[config.mk]
export PLATFORM = sky130hd
export DESIGN_NAME = uart_rx_fifo
export DESIGN_NICKNAME = d
export VERILOG_FILES = /design/src/rtl/uart_rx_fifo.sv
export SDC_FILE = /design/constraint.sdc
export NUM_CORES = 1
export LEC_CHECK = 0
export CORE_UTILIZATION = 50
export DETAILED_ROUTE_END_ITERATION = 10
export PLACE_DENSITY = 0.72
export SLEW_MARGIN = 20
export SYNTH_ARGS = -nofsm -noshare
export SYNTH_HDL_FRONTEND = slang
export SYNTH_SLANG_ARGS = --single-unit
[constraint.sdc]
create_clock -name clk -period 3.3 [get_ports clk]
set_input_delay 0.66 -clock clk [delete_from_list [all_inputs] [get_ports clk]]
set_output_delay 0.66 -clock clk [all_outputs]
set_load 0.05 [all_outputs]
[src/rtl/uart_rx_fifo.sv]
// Receive buffer between the UART receiver and the CPU register interface.
// Drains each received byte into a small circular FIFO, exposes the head
// entry combinationally, and reports occupancy, a sticky overflow flag and
// a registered flow-control hold used to throttle RTS before the buffer fills.
module uart_rx_fifo #(
  parameter int DEPTH        = 4,
  parameter int PAYLOAD_BITS = 8,
  parameter int HOLD_LEVEL   = 3
) (
  input  logic                       clk,
  input  logic                       resetn,
  input  logic                       uart_rx_valid,
  input  logic [PAYLOAD_BITS-1:0]    uart_rx_data,
  output logic                       uart_rx_read,
  output logic [PAYLOAD_BITS-1:0]    fifo_data,
  output logic                       fifo_valid,
  input  logic                       fifo_pop,
  input  logic                       fifo_clear,
  output logic [$clog2(DEPTH):0]     fifo_count,
  output logic                       fifo_overflow,
  output logic                       fifo_hold
);

  localparam int PTR_W = $clog2(DEPTH);
  localparam int CNT_W = PTR_W + 1;
  localparam logic [CNT_W-1:0] DEPTH_C = CNT_W'(DEPTH);
  localparam logic [CNT_W-1:0] HOLD_C  = CNT_W'(HOLD_LEVEL);

  logic [PAYLOAD_BITS-1:0] mem [DEPTH];
  logic [PTR_W-1:0]        wr_ptr;
  logic [PTR_W-1:0]        rd_ptr;
  logic [CNT_W-1:0]        count;
  logic [CNT_W-1:0]        count_next;
  logic                    overflow;
  logic                    hold;
  logic                    full;
  logic                    pop_eff;
  logic                    push;
  logic                    discard;

  // A pop in the same cycle frees the slot, so a full FIFO can still accept
  // a byte when the CPU reads the head at the same time. A clear blocks both
  // sides and leaves the receiver byte pending for the following cycle.
  assign full     = (count == DEPTH_C);
  assign pop_eff  = fifo_pop & fifo_valid & ~fifo_clear;
  assign push     = uart_rx_valid & ~fifo_clear & (~full | pop_eff);
  assign discard  = uart_rx_valid & ~fifo_clear & full & ~pop_eff;

  assign uart_rx_read  = uart_rx_valid & ~fifo_clear;
  assign fifo_valid    = (count != '0);
  assign fifo_data     = mem[rd_ptr];
  assign fifo_count    = count;
  assign fifo_overflow = overflow;
  assign fifo_hold     = hold;

  // Next occupancy; shared by the count register and the hold flag so the
  // hold output lines up with fifo_count without an extra cycle of lag.
  always_comb begin
    count_next = count;
    if (fifo_clear) begin
      count_next = '0;
    end else begin
      case ({push, pop_eff})
        2'b10:   count_next = count + CNT_W'(1);
        2'b01:   count_next = count - CNT_W'(1);
        default: count_next = count;
      endcase
    end
  end

  // Control state: pointers, occupancy, sticky overflow and hold.
  always_ff @(posedge clk or negedge resetn) begin
    if (!resetn) begin
      wr_ptr   <= '0;
      rd_ptr   <= '0;
      count    <= '0;
      overflow <= 1'b0;
      hold     <= 1'b0;
    end else begin
      count <= count_next;
      hold  <= (count_next >= HOLD_C);
      if (fifo_clear) begin
        wr_ptr   <= '0;
        rd_ptr   <= '0;
        overflow <= 1'b0;
      end else begin
        if (push)    wr_ptr   <= wr_ptr + PTR_W'(1);
        if (pop_eff) rd_ptr   <= rd_ptr + PTR_W'(1);
        if (discard) overflow <= 1'b1;
      end
    end
  end

  // Storage array; contents are don't-care while empty, so it has no reset.
  always_ff @(posedge clk) begin
    if (push) mem[wr_ptr] <= uart_rx_data;
  end

endmodule

# == After elaboration in Yosys (flattened, before gate mapping) ==
# Memory sizes are Yosys's and may differ from the RTL's.
# Cells that the tools add are included.
# totals
reg_bits,9
word_cells,38
out_inout_bits,15
latch_bits,0
mem_count,1
mem_bits_ro,0
ramBits,32
in_bits,13
# op_classes
mux,10
bitwise,10
order_cmp,1
n_addsub,4
n_div,0
n_eq_ne,3
mul,0
shift,0
n_reduce_logical,4
# mem_list
memory,words,word_bits,read_ports,rd_clocked_by_memory_dff,write_ports,line,text
mem,4,8,1,0,1,29,logic [PAYLOAD_BITS-1:0] mem [DEPTH];
# op_table
op,n
$mux W2,4
$and A1 B1 Y1,6
$pmux W3 S2,1
$reduce_bool A2 Y1,3
$add A2 B1 Y2 const B,2
$mux W1,4
$add A3 B1 Y3 const B,1
$eq A3 B3 Y1 const B,1
$ge A3 B2 Y1 const B,1
$mux W3,1
$not A1 Y1,3
$reduce_bool A3 Y1,1
$sub A3 B1 Y3 const B,1
$eq A2 B1 Y1 const B,1
$eq A2 B2 Y1 const B,1
$or A1 B1 Y1,1

# == Logic depth before layout (Yosys ltp) ==
# depth
ltp_word,9
depth_mapped,8
mapped_depth_nobuf,7

# == Worst setup path after synthesis ==
# Ideal clock, no wire load.
# synth_timing
path_type,in2reg
startpoint,in uart_rx_valid
endpoint,mem mem[0][0] (enable)
cell_stages,3
arrival_time_ns,2.207
required_time_ns,2.967
path_slack_ns,0.760
path_buffers,1
setup_ns,0.333
path_cell_list,clkbuf_1 -> nor2b_1 -> and3_1
# synth_between
elab_chain_len,4
# synth_lines
item,line,text
start: declaration,12,"input logic uart_rx_valid,"
$and A1 B1 Y1,--,
via uart_rx_read,14,"output logic uart_rx_read,"
$and A1 B1 Y1,46,assign push = uart_rx_valid & ~fifo_clear & (~full | pop_eff);
$mux W1,96,if (push) mem[wr_ptr] <= uart_rx_data;
$mux W1 (implied by the code),96,
end: declaration,29,
# The timed path passes the listed nets, and every way through them passes these cells.

# == Final worst setup path ==
# layout_timing
startpoint,reg rd_ptr[0]
endpoint,out fifo_data[1]
# layout_between
elab_chain_len,1
# layout_lines
item,line,text
start: declaration,31,logic [PTR_W-1:0] rd_ptr;
start signal: assignment,88,if (pop_eff) rd_ptr <= rd_ptr + PTR_W'(1);
$mem_v2 Z4 W8,--,
end: declaration,15,"output logic [PAYLOAD_BITS-1:0] fifo_data,"
# No other way between the ends.

==> results by group <==
Clocking
  • TritonCTS buffer count: 5
  • Cts hold-fix bufs: 0
  • # resized after CTS: 0
  • H-tree Lvls: 2
  • Deepest clock path buffer count: 2
  • Clock Sinks: 41
  • Root buf cell: clkbuf_4
  • CTS tree: yes
  • Worst-Skew Late Latency: 0.33 ns
  • Worst-path clk slew: 0.12 ns
  • Post-CTS setup buffers: 0

Floorplanning
  • FP Rows: 21
  • Core ar.: 3390 um^2
  • Die area: 3860 um^2
  • Die Span Y: 62.1 um
  • Die Width: 62.1 um
  • Num ports: 28
  • Initial Util: 53.3%

Drt
  • Met2 WL: 1470 um
  • Pre-Repair DR Iteration Count: 4
  • Met1 wire length: 1370 um
  • Top layer in use: met4
  • Met3 wire length: 114 um
  • Vias per Instance: 5.32
  • Post-DRT Antenna Nets: 0
  • Detailed router's first-iteration violation count: 43
  • # DRC: 0
  • Final wirelength: 2990 um
  • Wire length per cell: 15.7 um
  • DR vias: 1010

Logic synthesis
  • Syn nets: 131
  • Cells after synthesis: 113
  • Post-synthesis average cell area: 16.0 um^2
  • #FFs+latches synth: 41
  • Cell Area, Synth: 1810 um^2
  • Yosys warns: 0
  • Seq/Total Area, Yosys: 65.7%
  • Unique masters post-synth: 35

GRT
  • Vias in the first global route: 976
  • Largest net degree at the start of global routing: 14
  • First-pass GRT wire length: 4680 um
  • Initial antenna violation count: 0
  • Gr usage total: 18.0%
  • Total grt overflow: 0

Timing
  • Final period util: 90.4%
  • Slew HR: 65.0%
  • Setup TNS: 0 ns
  • Slew Viols, Final: 0
  • Worst-Margin Slew: 0.520 ns
  • Hold Vio Cnt, Final: 0
  • Setup-failing EPs final: 0
  • RSZ-0062 raised after global routing: false
  • Skew final: 0.00723 ns
  • Fmax: 335 MHz
  • Fin crit period: 2.98 ns

Layout
  • Most frequent cells in the layout: edfxtp_1, clkdlybuf4s50_1, dfrtp_1
  • Nets: 161
  • Ratio of cells with drive above 1 in the final layout: 16.7%
  • Area growth from synthesis to layout: 22.4%
  • Commonest non-fill, non-tap cell in the layout: edfxtp_1
  • Ant diodes: 0

Place
  • IO buf count: 27
  • HPWL Detailed: 2080 um
  • GP Congestion: 0.690

Power
  • PwrDens: 546 nW/um^2
  • Pint: 0.000858 W
  • Clock network power share: 26.0%
  • Total Power Consumption: 0.00121 W
  • Sw Share: 28.8%
  • Leak Pwr: 0.795 nW
  • Seq pwr share: 50.4%
  • Worst vdd ir: 289 uV
  • Comb power frac: 23.6%
  • Net Switching: 0.000347 W

Setup path
  • WP data required: 2.64 ns
  • Startpoint Class: flop
  • Arrival time at the worst endpoint: 2.32 ns
  • Crit path max fanout: 6
  • CP Capture Type: output port
  • Worst Setup Path Type: flop to output port

Outcome
  • Status: complete, no violations

Job
  • Maxcap violations: 0

Min path
  • Hold WC Path Type: flop to flop
-- kinds of logic (layout without fill, tap and decap cells) --
logic type,after synthesis,in the layout,share of synthesized area [%]
buffers and inverters,10,41,2.77
multiplexers,9,9,10.6
flip-flops,41,41,65.7
AO/OA/AOI/OAI,11,11,4.30
AND/OR/NAND/NOR,31,31,9.84
XOR/XNOR,6,6,2.91
adder cells (fa/ha/maj),5,5,3.88
-- final cells by class --
class | instances | area (um^2)
inverters | 2 | 7.51
well taps | 46 | 57.6
multi-input cells | 62 | 569
clock inverters | 3 | 41.3
flip-flops and latches | 41 | 1190
clock buffers | 5 | 37.5
fillers | 239 | 1180
repair buffers | 31 | 310
-- critical path, cell delays in order, from the launching register on --
cell and delay (ns):
dfrtp_1 0.52, buf_4 0.24, mux4_2 0.52, clkdlybuf4s50_1 0.71
-- state kept, by name (all words and copies together) (netlist names) --
signal	count
fifo_count	3
wr_ptr	2
fifo_overflow	1
fifo_hold	1
rd_ptr	2
mem	32
-- cells in the mapped netlist --
cell type  instances  area share (%)
or2_2              1            0.35
buf_2              4             1.1
nand3_1            3            0.83
nand2_1            3            0.62
or4b_4             1            0.76
or3_1              2            0.69
fa_1               1             1.1
xnor2_1            2            0.97
nor4b_1            1            0.49
nor3b_1            1            0.42
o21a_1             1            0.42
mux4_2             8              10
a21oi_1            3            0.83
o21ai_0            2            0.55
buf_6              1            0.62
a22oi_1            1            0.42
buf_1              1            0.21
and2_1             1            0.35
nor3_1             2            0.55
dfrtp_1            9              12
and3b_1            1            0.49
nand2b_1           1            0.35
ha_1               4             2.8
nand3b_1           1            0.42
and3_1             4             1.4
o31ai_1            2            0.83
edfxtp_1          32              53
clkbuf_1           2            0.42
a32oi_2            1            0.90
nor2b_1            2            0.69
a31oi_1            1            0.35
mux2_2             1            0.62
nor2_1             7             1.5
xor2_1             4             1.9
inv_1              2            0.42
-- routing by layer --
layer  track usage (%)  vias to the layer above
li1                  -                      485
met5                 0                        -
met4              7.62                        0
met3              4.55                        5
met2              28.1                       17
met1              24.2                      503
-- power groups by stage --
stage / combinational, W / clock [W] / sequential, W
6_report: 0.000284 / 0.000314 / 0.000607
5_1_grt: 0.000307 / 0.000342 / 0.000613
4_1_cts: 0.000287 / 0.000323 / 0.000608
3_5_place_dp: 0.000286 / 0 / 0.000620
3_3_place_gp: 0.000283 / 0 / 0.000618
2_1_floorplan: 0.000187 / 0 / 0.000626
-- per-stage QoR --
step	area, um^2	std cells	setup WS [ns]	hold slack, ns	utilization, %
floorplan	1810	113	0.760	0.364	-
global placement	2130	182	0.506	0.500	62.9
detailed placement	2130	182	0.483	0.505	62.9
CTS	2210	190	0.267	0.538	65.2
global route	2210	190	0.203	0.572	65.2
finish	2210	190	0.315	0.526	65.2
-- final timing paths --
kind                                           start                   endpoint  slack (ns)  cells past startpoint
max                            rd_ptr[0]$_DFFE_PN0P_               fifo_data[1]        0.32                      3
min                        fifo_overflow$_DFFE_PN0P_  fifo_overflow$_DFFE_PN0P_        0.53                      2
max reg2reg                  fifo_count[1]$_DFF_PN0_        fifo_hold$_DFF_PN0_        0.83                      7
min reg2reg                fifo_overflow$_DFFE_PN0P_  fifo_overflow$_DFFE_PN0P_        0.53                      2
max in group asynchronous                     resetn      rd_ptr[0]$_DFFE_PN0P_        2.39                      1
min in group asynchronous                     resetn    fifo_count[2]$_DFF_PN0_        0.61                      1
Note: power is estimated with default switching activity, not from simulation.
